$ cat src/rtl/popcnt_frame_acc.sv
// Frame accumulator: sums per-word popcounts over a valid/ready frame and reports total, beat count and overflow.
// Optional build macro POPCNT_ACC_SAT_EN selects saturating (defined) or wrapping (undefined) accumulation.
module popcnt_frame_acc #(
  parameter int DATA_W    = 10,
  parameter int POS_W     = $clog2(DATA_W+1),
  parameter int MAX_WORDS = 16,
  localparam int ACC_W    = $clog2(DATA_W*MAX_WORDS+1),
  localparam int CNT_W    = $clog2(MAX_WORDS+1)
) (
  input  logic             clk,
  input  logic             rst,
  input  logic             in_valid,
  output logic             in_ready,
  input  logic [POS_W-1:0] in_sum,
  input  logic             in_last,
  output logic             out_valid,
  input  logic             out_ready,
  output logic [ACC_W-1:0] out_total,
  output logic [CNT_W-1:0] out_words,
  output logic             out_ovf
);

  typedef enum logic [1:0] {IDLE, ACCUM, DONE} state_t;

  state_t           state_p0;
  logic [ACC_W-1:0] acc_p0;
  logic [CNT_W-1:0] cnt_p0;
  logic             ovf_p0;
  logic [ACC_W:0]   acc_nxt;
  logic             take;
  logic             cnt_full;

  // Returns {limit_hit, sum}; limit_hit only ever rises in the saturating build.
  function automatic logic [ACC_W:0] acc_add(input logic [ACC_W-1:0] a,
                                             input logic [POS_W-1:0] s);
    logic [ACC_W:0] sum;
    sum = {1'b0, a} + (ACC_W+1)'(s);
`ifdef POPCNT_ACC_SAT_EN
    if (sum[ACC_W])
      return {1'b1, {ACC_W{1'b1}}};
    return {1'b0, sum[ACC_W-1:0]};
`else
    return {1'b0, sum[ACC_W-1:0]};
`endif
  endfunction

  function automatic logic [CNT_W-1:0] cnt_inc(input logic [CNT_W-1:0] c);
`ifdef POPCNT_ACC_SAT_EN
    if (c == CNT_W'(MAX_WORDS))
      return c;
    return c + CNT_W'(1);
`else
    return c + CNT_W'(1);
`endif
  endfunction

  assign take      = in_valid && in_ready;
  assign cnt_full  = (cnt_p0 == CNT_W'(MAX_WORDS));
  assign acc_nxt   = acc_add(acc_p0, in_sum);

  assign out_total = acc_p0;
  assign out_words = cnt_p0;
  assign out_ovf   = ovf_p0;

  // Control and result registers; handshake flags are registered alongside the state.
  always_ff @(posedge clk) begin
    if (rst) begin
      state_p0  <= IDLE;
      in_ready  <= 1'b1;
      out_valid <= 1'b0;
      acc_p0    <= '0;
      cnt_p0    <= '0;
      ovf_p0    <= 1'b0;
    end else begin
      case (state_p0)
        IDLE: begin
          if (take) begin
            acc_p0 <= ACC_W'(in_sum);
            cnt_p0 <= CNT_W'(1);
            ovf_p0 <= 1'b0;
            if (in_last) begin
              state_p0  <= DONE;
              in_ready  <= 1'b0;
              out_valid <= 1'b1;
            end else begin
              state_p0 <= ACCUM;
            end
          end
        end
        ACCUM: begin
          if (take) begin
            acc_p0 <= acc_nxt[ACC_W-1:0];
            cnt_p0 <= cnt_inc(cnt_p0);
            if (cnt_full || acc_nxt[ACC_W])
              ovf_p0 <= 1'b1;
            if (in_last) begin
              state_p0  <= DONE;
              in_ready  <= 1'b0;
              out_valid <= 1'b1;
            end
          end
        end
        DONE: begin
          if (out_ready) begin
            state_p0  <= IDLE;
            in_ready  <= 1'b1;
            out_valid <= 1'b0;
          end
        end
        default: begin
          state_p0  <= IDLE;
          in_ready  <= 1'b1;
          out_valid <= 1'b0;
        end
      endcase
    end
  end

endmodule

$ cat config.mk
export PLATFORM = sky130hd
export DESIGN_NAME = popcnt_frame_acc
export DESIGN_NICKNAME = d
export VERILOG_FILES = /design/src/rtl/popcnt_frame_acc.sv
export SDC_FILE = /design/constraint.sdc
export NUM_CORES = 1
export LEC_CHECK = 0
export ABC_AREA = 1
export BUFFER_PORTS_ARGS = -buffer_cell sky130_fd_sc_hd__buf_2
export CAP_MARGIN = 20
export CELL_PAD_IN_SITES_DETAIL_PLACEMENT = 1
export CELL_PAD_IN_SITES_GLOBAL_PLACEMENT = 1
export CORE_MARGIN = 2
export CORE_UTILIZATION = 30
export CTS_BUF_LIST = sky130_fd_sc_hd__clkbuf_4
export CTS_CLUSTER_SIZE = 20
export DETAILED_ROUTE_END_ITERATION = 10
export PLACE_DENSITY = 0.72
export SKIP_CTS_REPAIR_TIMING = 1
export SLEW_MARGIN = 20
export SYNTH_ARGS = -nofsm -noshare
export SYNTH_HDL_FRONTEND = slang
export SYNTH_SLANG_ARGS = --single-unit
$ cat constraint.sdc
create_clock -name clk -period 1.61 [get_ports clk]
set_input_delay 0.322 -clock clk [delete_from_list [all_inputs] [get_ports clk]]
set_output_delay 0.322 -clock clk [all_outputs]
set_load 0.01 [all_outputs]
==> impl_metrics.yaml <==
power_and_ir_drop:
  swShare_pct: 31.5
  switchingPower_uw: 299
  comb_power_share_pct: 24.7
  ir_drop_uv: 454
  p_clk_share_pct: 22.8
  internal-power_uw: 652
  p_per_area_nw_per_um2: 765
  p_leak_nw: 0.588
  finalPower_uw: 951
  seqPwrFrac_pct: 52.5
hold_path:
  min_to: "out_total[0]"
  hold_class: "input port to flip-flop"
  hp-start: "rst"
  min_delay_path_depth: 2
sta:
  fin_crit_sh_pct: 99.6
  rsz0062_at_grt: "true"
  fmax_mhz: 623
  setup_viol: 0
  finalMaxSlewViolations: 0
  tightest_slew_ns: 0.290
  fin_crit_ns: 1.60
  relSlewSlack_pct: 80.6
  hold_viol_final: 0
  hold_ws_ns: 0.299
  fin_skew_ns: 0.00195
  worst_slack_ns: 0.00592
grt:
  antenna_found_initial: 0
  grt_pass1_wl_um: 4330
  grt_max_degree: 10
  first_global_vias: 1033
  grt_overflow_total: 0
  grt.total_usage_pct: 15.4
synthesis:
  synth.mux.area_fraction_pct: 0
  synth-simple-area-share_pct: 29.8
  async_flop_share_pct: 0
  synth_top_family_by_area: "simple AND/OR/NAND/NOR gates"
  synth_ff_type: "dfxtp_1"
  synth_top_area_share_pct: 36.2
  synth.area.top_cells: "dfxtp_1, nand2_1, ha_1, inv_1, nor2_1"
  synth-xor-area-share_pct: 1.76
  ys_types: 27
  ys_warn_count: 0
  syn_inst: 136
  syn_area_per_cell_um2: 7.31
  synth.cell_area_um2: 995
  yosysSeqAreaShare_pct: 36.2
  synthAdderAreaFrac_pct: 9.56
  synth_nets: 152
  synth_compound_area_share_pct: 13.2
  synth_area_leader_cell: "dfxtp_1"
  synth-edff-count: 0
  synth_seq_cells: 18
finish:
  num-nets-final: 184
  layout_commonest_cell: "nand2_1"
  final_cell_mix: "nand2_1, buf_2, nor2_1"
  finalNonFillerCells: 210
  drive_above_1_share_pct: 28.3
  syn_to_final_growth_pct: 24.9
  final_core_util_pct: 40.0
  fillers: 428
  antennaDiodeCount: 0
critical_path:
  timing.rr.start: "out_total[0]"
  worst_setup_path_start_kind: "flip-flop"
  path_cells: "ha_4, inv_2, fa_2, buf_4, buf_4, xor2_1, a211oi_2"
  rrSetupSlack_ns: 0.006
  r2r_end: "out_total[2]"
  arrival_ns: 1.81
  max_stage_delay_ns: 0.37
  path_class: "flip-flop to flip-flop"
  worst_r2r_path_depth: 7
  crit_path_frequent_cell: "buf_4"
  slowest_stage: "dfxtp_4"
  worstPathRequired_ns: 1.82
  crit_fanout: 3
  cp-end-kind: "flip-flop"
die:
  die_y_um: 61.6
  initial_core_util_pct: 32.1
  die_w_um: 61.6
  fp-row-count: 20
  die_area_um2: 3790
  fp.coreArea_um2: 3100
  ios: 25
detailed_routing:
  dr_wl_met2_um: 1390
  route.detailed.drc: 0
  routed_via_density: 4.66
  met3_length_um: 85
  via_count: 979
  ant_nets: 0
  drt-met1-wl_um: 1120
  drtIter0Drc: 29
  drt-pass1-iter-count: 4
  top_layer_used: "met4"
  drt_wl_total_um: 2610
  wl_per_cell_um: 12.4
placement:
  routabilityCongestion: 0.732
  dp.cells: 206
  hpwl_um: 2100
  io_buffers: 24
  dp_worst_setup_slack_ns: -0.138
clocking:
  tritoncts: "done"
  cts_htree_levels: 1
  clockRootBuffer: "clkbuf_4"
  clkLatencyLatePin_ns: 0.28
  clk_pin_slew_ns: 0.10
  cts_buffers: 3
  clk_path_buf_depth: 2
  clock-sinks: 18
flow_run:
  cap_violations: 0
run_status:
  status: "finished, final reports clean"
## worst max-delay path by stage
| stage | from | endpoint | slack [ns] |
|---|---|---|---|
| 5_1_grt | out_total[0] | out_total[6] | -0.07 |
| 6_report | out_total[0] | out_total[2] | 0.006 |
| 3_3_place_gp | in_sum[0] | out_total[6] | -0.04 |
| 2_1_floorplan | out_total[0] | out_total[6] | 0.02 |
| 3_5_place_dp | in_sum[0] | out_total[6] | -0.14 |
| 4_1_cts | out_total[0] | out_total[6] | -0.09 |
## cell usage after synthesis (2+ instances only)
library cell,number
inv_1,19
nand4_1,2
ha_1,6
nor3_1,2
dfxtp_1,18
nor2_1,19
nand2_1,29
xor2_1,2
o21ai_0,8
nand3_1,6
a21oi_1,9
## layer usage
layer | track usage, % | up-vias
met5 | 0 | -
met4 | 5.47 | 0
met3 | 2.52 | 2
met2 | 28.3 | 16
met1 | 18.0 | 461
li1 | - | 500
## power by group through the flow
stage	Sequential (mW)	Combinational (mW)	Clock [mW]
after floorplan	0.514	0.136	0
final	0.500	0.235	0.216
after CTS	0.499	0.225	0.232
after global routing	0.504	0.268	0.256
after global placement	0.507	0.215	0
after detailed placement	0.509	0.223	0
## registers in the layout, summed over array words and instances (netlist names)
signal     cells
in_ready       1
out_ovf        1
out_total      8
out_valid      1
out_words      5
state_p0       2
## critical path: cells and delay by family (launching register included)
family / cells / cell delay, ns
buffers and inverters: 3 / 0.32
XOR/XNOR: 1 / 0.17
adder cells (fa/ha/maj): 2 / 0.50
flip-flops: 1 / 0.37
AO/OA/AOI/OAI: 1 / 0.18
## logic make-up after synthesis
family / after synthesis
and+or+nand+nor: 64
AOI/OAI and AO/OA: 23
buffers and inverters: 22
DFF: 18
adders and majority gates: 7
xor gates and xnor gates: 2
## through the flow
step / instance area (um2) / TNS, ns
after floorplan: 995 / 0
after global routing: 1240 / -0.130
final: 1240 / 0
after global placement: 1180 / -0.0409
after CTS: 1200 / -0.0894
after detailed placement: 1180 / -0.158
## final cells by class
cell class	count	area [um2]	share of cell area, %
Clock buffer	3	22.5	1.81
Inverter	20	75.1	6.04
Multi-Input combinational cell	96	568	45.7
Sequential cell	18	364	29.3
Tap cell	44	55.1	4.43
Timing Repair Buffer	29	158	12.7
Note: power is estimated with default switching activity, not from simulation.
